<file path="src/rtl/gen_cell.sv">
// One cell of a generations-style cellular automaton: counts live neighbours
// and applies a birth/survive/decay rule each time a step is requested.
module gen_cell #(
  parameter int unsigned NEIGHBORS = 8,
  parameter int unsigned STATE_W   = 2,
  parameter int unsigned SERIAL    = 0,
  parameter int unsigned GEN_W     = 8
) (
  input  logic                 clock,
  input  logic                 reset,
  input  logic [NEIGHBORS-1:0] adjSignals,
  input  logic                 step,
  input  logic                 load,
  input  logic [STATE_W-1:0]   loadVal,
  input  logic [NEIGHBORS:0]   birthMask,
  input  logic [NEIGHBORS:0]   surviveMask,
  input  logic [STATE_W-1:0]   maxState,
  output logic [STATE_W-1:0]   out,
  output logic                 alive,
  output logic                 busy,
  output logic                 done,
  output logic                 changed,
  output logic [GEN_W-1:0]     generation
);

  localparam int unsigned CNT_W = $clog2(NEIGHBORS + 1);
  localparam int unsigned IDX_W = (NEIGHBORS > 1) ? $clog2(NEIGHBORS) : 1;

  typedef enum logic [1:0] {
    IDLE  = 2'd0,
    COUNT = 2'd1,
    APPLY = 2'd2
  } state_t;

  state_t               state;
  logic [NEIGHBORS-1:0] snap;
  logic [CNT_W-1:0]     cnt;
  logic [IDX_W-1:0]     idx;
  logic [CNT_W-1:0]     pop_c;
  logic [STATE_W-1:0]   max_eff_c;
  logic [STATE_W-1:0]   next_c;

  function automatic logic [CNT_W-1:0] popcount(input logic [NEIGHBORS-1:0] v);
    logic [CNT_W-1:0] acc;
    acc = '0;
    for (int i = 0; i < int'(NEIGHBORS); i++) begin
      acc = acc + CNT_W'(v[i]);
    end
    return acc;
  endfunction

  always_comb begin
    pop_c = popcount(snap);
  end

  // Rule evaluation; masks and maxState are live inputs, used only in APPLY.
  always_comb begin
    max_eff_c = (maxState == '0) ? STATE_W'(1) : maxState;
    next_c    = '0;
    if (out > max_eff_c) begin
      next_c = '0;
    end else if (out == '0) begin
      next_c = birthMask[cnt] ? STATE_W'(1) : '0;
    end else if (out == STATE_W'(1)) begin
      if (surviveMask[cnt]) begin
        next_c = STATE_W'(1);
      end else if (max_eff_c == STATE_W'(1)) begin
        next_c = '0;
      end else begin
        next_c = STATE_W'(2);
      end
    end else if (out == max_eff_c) begin
      next_c = '0;
    end else begin
      next_c = out + STATE_W'(1);
    end
  end

  // Control FSM with registered outputs; load overrides everything.
  always_ff @(posedge clock or negedge reset) begin
    if (!reset) begin
      state      <= IDLE;
      snap       <= '0;
      cnt        <= '0;
      idx        <= '0;
      out        <= '0;
      alive      <= 1'b0;
      busy       <= 1'b0;
      done       <= 1'b0;
      changed    <= 1'b0;
      generation <= '0;
    end else begin
      done    <= 1'b0;
      changed <= 1'b0;
      if (load) begin
        state      <= IDLE;
        busy       <= 1'b0;
        out        <= loadVal;
        alive      <= (loadVal == STATE_W'(1));
        generation <= '0;
      end else begin
        case (state)
          IDLE: begin
            if (step) begin
              snap  <= adjSignals;
              cnt   <= '0;
              idx   <= '0;
              state <= COUNT;
              busy  <= 1'b1;
            end
          end
          COUNT: begin
            if (SERIAL != 0) begin
              cnt <= cnt + CNT_W'(snap[idx]);
              idx <= idx + IDX_W'(1);
              if (idx == IDX_W'(NEIGHBORS - 1)) begin
                state <= APPLY;
              end
            end else begin
              cnt   <= pop_c;
              state <= APPLY;
            end
          end
          APPLY: begin
            out        <= next_c;
            alive      <= (next_c == STATE_W'(1));
            done       <= 1'b1;
            changed    <= (next_c != out);
            generation <= generation + GEN_W'(1);
            state      <= IDLE;
            busy       <= 1'b0;
          end
          default: begin
            state <= IDLE;
            busy  <= 1'b0;
          end
        endcase
      end
    end
  end

endmodule

</file>
<file path="config.mk">
export PLATFORM = sky130hd
export DESIGN_NAME = gen_cell
export DESIGN_NICKNAME = d
export VERILOG_FILES = /design/src/rtl/gen_cell.sv
export SDC_FILE = /design/constraint.sdc
export NUM_CORES = 1
export LEC_CHECK = 0
export ABC_AREA = 1
export BUFFER_PORTS_ARGS = -buffer_cell sky130_fd_sc_hd__buf_2
export CORE_MARGIN = 3
export CORE_UTILIZATION = 52
export DETAILED_ROUTE_END_ITERATION = 6
export PLACE_DENSITY = 0.79
export SLEW_MARGIN = 20
export SYNTH_ARGS = -nofsm -noshare
export SYNTH_HDL_FRONTEND = slang
export SYNTH_SLANG_ARGS = --single-unit
</file>
<file path="constraint.sdc">
create_clock -name clock -period 3.2 [get_ports clock]
set_input_delay 0.48 -clock clock [delete_from_list [all_inputs] [get_ports clock]]
set_output_delay 0.48 -clock clock [all_outputs]
set_load 0.03 [all_outputs]
</file>
==> flow_metrics.tcl <==
set metrics [dict create \
    ioPinCount 48 \
    cts_hold_buffers 0 \
    p_sw_share_pct 37.0 \
    die_w_um 63.7 \
    syn-num-nets 276 \
    synth_seq_area_share_pct 40.5 \
    die_area_um2 4060 \
    clkTransAtPathRegs_ns 0.15 \
    cts_tree "done" \
    grt_usage_pct 18.0 \
    grt.overflow.total 0 \
    synth.distinct_cells 26 \
    cts.sinks 28 \
    critPathMaxFanout 2 \
    status "completed" \
    dp_slack_ns 0.316 \
    wl_per_cell_um 9.81 \
    critPathKind "flip-flop to flip-flop" \
    comb_power_share_pct 39.7 \
    finalNetCount 326 \
    finalHoldViolations 0 \
    p_int_mw 0.701 \
    vias 1485 \
    p_seq_share_pct 39.7 \
    final.setup_skew_ns 0.0129 \
    finalCritPeriodShare_pct 90.5 \
    switchingPower_mw 0.412 \
    placedCellCount 319 \
    cts_root_buf "clkbuf_4" \
    die_y_um 63.7 \
    worstSkewPairLatency_ns 0.33 \
    hold_path.class "primary input to asynchronous set/reset pin" \
    peakVddDrop_uv 292 \
    drive_gt1_share_pct 24.4 \
    critPathArrivalTime_ns 3.11 \
    clock.fmax_mhz 345 \
    p_clk_share_pct 20.6 \
    fillers 294 \
    grt_pass1_wl_mm 5.97 \
    port_buffers 47 \
    max-cap-violations 0 \
    antennaDiodeCount 0 \
    route.detailed.drc 0 \
    finalCriticalPeriod_ns 2.90 \
    htree_levels 1 \
    postCtsSetupBuffers 0 \
    core_area_um2 3100 \
    setup_ws_ns 0.305 \
    synth_area_um2 1730 \
    numCtsBuffers 3 \
    worstPathCellList "fa_1 > inv_1 > fa_1 > fa_1 > inv_1 > ha_1 > fa_1 > xnor2_1 > o22ai_1" \
    synth-seq-cells 28 \
    p_per_area_nw_per_um2 540 \
    final_util_pct 66.5 \
    slowest_delay_ns 0.54 \
    cts_resized 0 \
    tns_ns 0 \
    worstMarginPinSlew_ns 0.600 \
    start_util_pct 55.8 \
    fin_total_pwr_mw 1.11 \
    syn2layout_area_growth_pct 19.1 \
    synth_area_per_cell_um2 7.53 \
    stdcell_count 323 \
    fin_hold_ws_ns 0.126 \
    placed_area_um2 2010 \
    dr.pass1.iters 4 \
    dp_hpwl_mm 2.55 \
    routed_wl_mm 3.17 \
    first_global_vias 1514 \
    maxSlewViolCount 0 \
    via_per_inst 4.60 \
    core.rowCount 20 \
    drtIter0Drc 60 \
    ant_nets 0 \
    gp_congestion 0.817 \
    final_area_um2 2060 \
    critical_path.slowest_cell "fa_1" \
    required_ns 3.42 \
    crit_path_end_kind "flip-flop" \
    p_leak_nw 1.17 \
    critPathMostFrequentCell "fa_1" \
    start_kind "flip-flop" \
    antenna_found_initial 0 \
    setup_viol 0 \
    clk_path_buf_depth 2 \
    grt_max_degree 29 \
    yosys_warnings 0 \
    relSlewSlack_pct 60.0 \
    rsz0062_at_grt "false" \
    synth_cells 230 \
]
## state kept, by name (all words and copies together), names as in the netlist
register    cells
done            1
state           2
generation      8
out             2
busy            1
cnt             4
changed         1
snap            8
alive           1
## worst max-delay path: cells and delay by family, from the launching register on
kind | cells | cell delay [ns]
XOR/XNOR | 1 | 0.15
AO/OA/AOI/OAI | 1 | 0.08
adder cells (fa/ha/maj) | 5 | 2.05
flip-flops | 1 | 0.43
buffers and inverters | 2 | 0.09
## logic make-up after synthesis
group                    synth area share [%]
AO/OA/AOI/OAI                            7.01
XOR/XNOR                                 1.01
adder cells (fa/ha/maj)                  10.4
buffers and inverters                    12.2
flip-flops                               40.5
AND/OR/NAND/NOR                          28.9
## cell type report
type | instances | area [µm²] | share of cell area (%)
clock buffers | 3 | 22.5 | 1.09
flip-flops and latches | 28 | 701 | 34.0
multi-input cells | 150 | 820 | 39.7
clock inverters | 1 | 30.0 | 1.46
repair buffers | 48 | 243 | 11.8
inverters | 49 | 191 | 9.28
well taps | 44 | 55.1 | 2.67
## path summary, 6_finish.rpt
kind / from / endpoint / slack (ns) / cells after the start
hold reg to reg: snap[2]$_DFFE_PN0P_ / snap[2]$_DFFE_PN0P_ / 0.51 / 2
max in group asynchronous: reset / snap[2]$_DFFE_PN0P_ / 2.67 / 1
min in group clock: adjSignals[3] / snap[3]$_DFFE_PN0P_ / 0.34 / 3
hold / removal: reset / done$_DFF_PN0_ / 0.13 / 1
setup / recovery: snap[0]$_DFFE_PN0P_ / cnt[2]$_DFFE_PN0P_ / 0.30 / 9
setup reg to reg: snap[0]$_DFFE_PN0P_ / cnt[2]$_DFFE_PN0P_ / 0.30 / 9
## cells in the final DEF, fill, tap and decap left out, types with 2 or more instances in the layout
master	count
a21oi_1	5
buf_2	47
clkbuf_4	3
dfrtp_1	28
fa_1	4
ha_1	8
inv_1	45
inv_2	3
nand2_1	64
nand2_2	4
nand3_1	15
nor2_1	18
nor3_1	7
nor3_2	2
o21ai_0	8
o21ai_1	4
o22ai_1	3
xnor2_1	2
## metal layers
layer | global-route usage, % | up-vias | share of wire [%]
li1 | - | 806 | -
met2 | 30.8 | 30 | 47
met1 | 22.6 | 645 | 48
met3 | 2.85 | 4 | 4.3
met4 | 7.28 | 0 | 1.2
met5 | 0 | - | 0
## synthesized netlist by cell type
cell type	count	share of area [%]
nor3_2	2	1.2
nor3b_2	1	0.72
dfrtp_1	28	40
ha_1	8	5.8
nand2_2	4	1.4
xnor2_1	2	1.0
a21oi_1	5	1.4
nand4_2	1	0.72
nor2_2	1	0.36
a21oi_2	1	0.51
nand3_1	15	4.3
buf_2	1	0.29
inv_8	1	0.65
inv_2	3	0.65
o21ai_1	4	1.2
inv_1	45	9.8
fa_1	4	4.6
o21ai_2	1	0.51
o21ai_0	8	2.3
buf_6	1	0.65
nor2_1	18	3.9
clkbuf_1	1	0.22
o22ai_1	3	1.1
nor3_1	7	2.0
or2_2	1	0.36
nand2_1	64	14
## power by group through the flow
stage | Clock [mW] | Combinational (mW) | Sequential, mW
5_1_grt | 0.258 | 0.521 | 0.450
2_1_floorplan | 0 | 0.358 | 0.443
3_3_place_gp | 0 | 0.430 | 0.449
4_1_cts | 0.239 | 0.453 | 0.443
6_report | 0.229 | 0.442 | 0.442
3_5_place_dp | 0 | 0.449 | 0.450
Note: power is estimated with default switching activity, not from simulation.
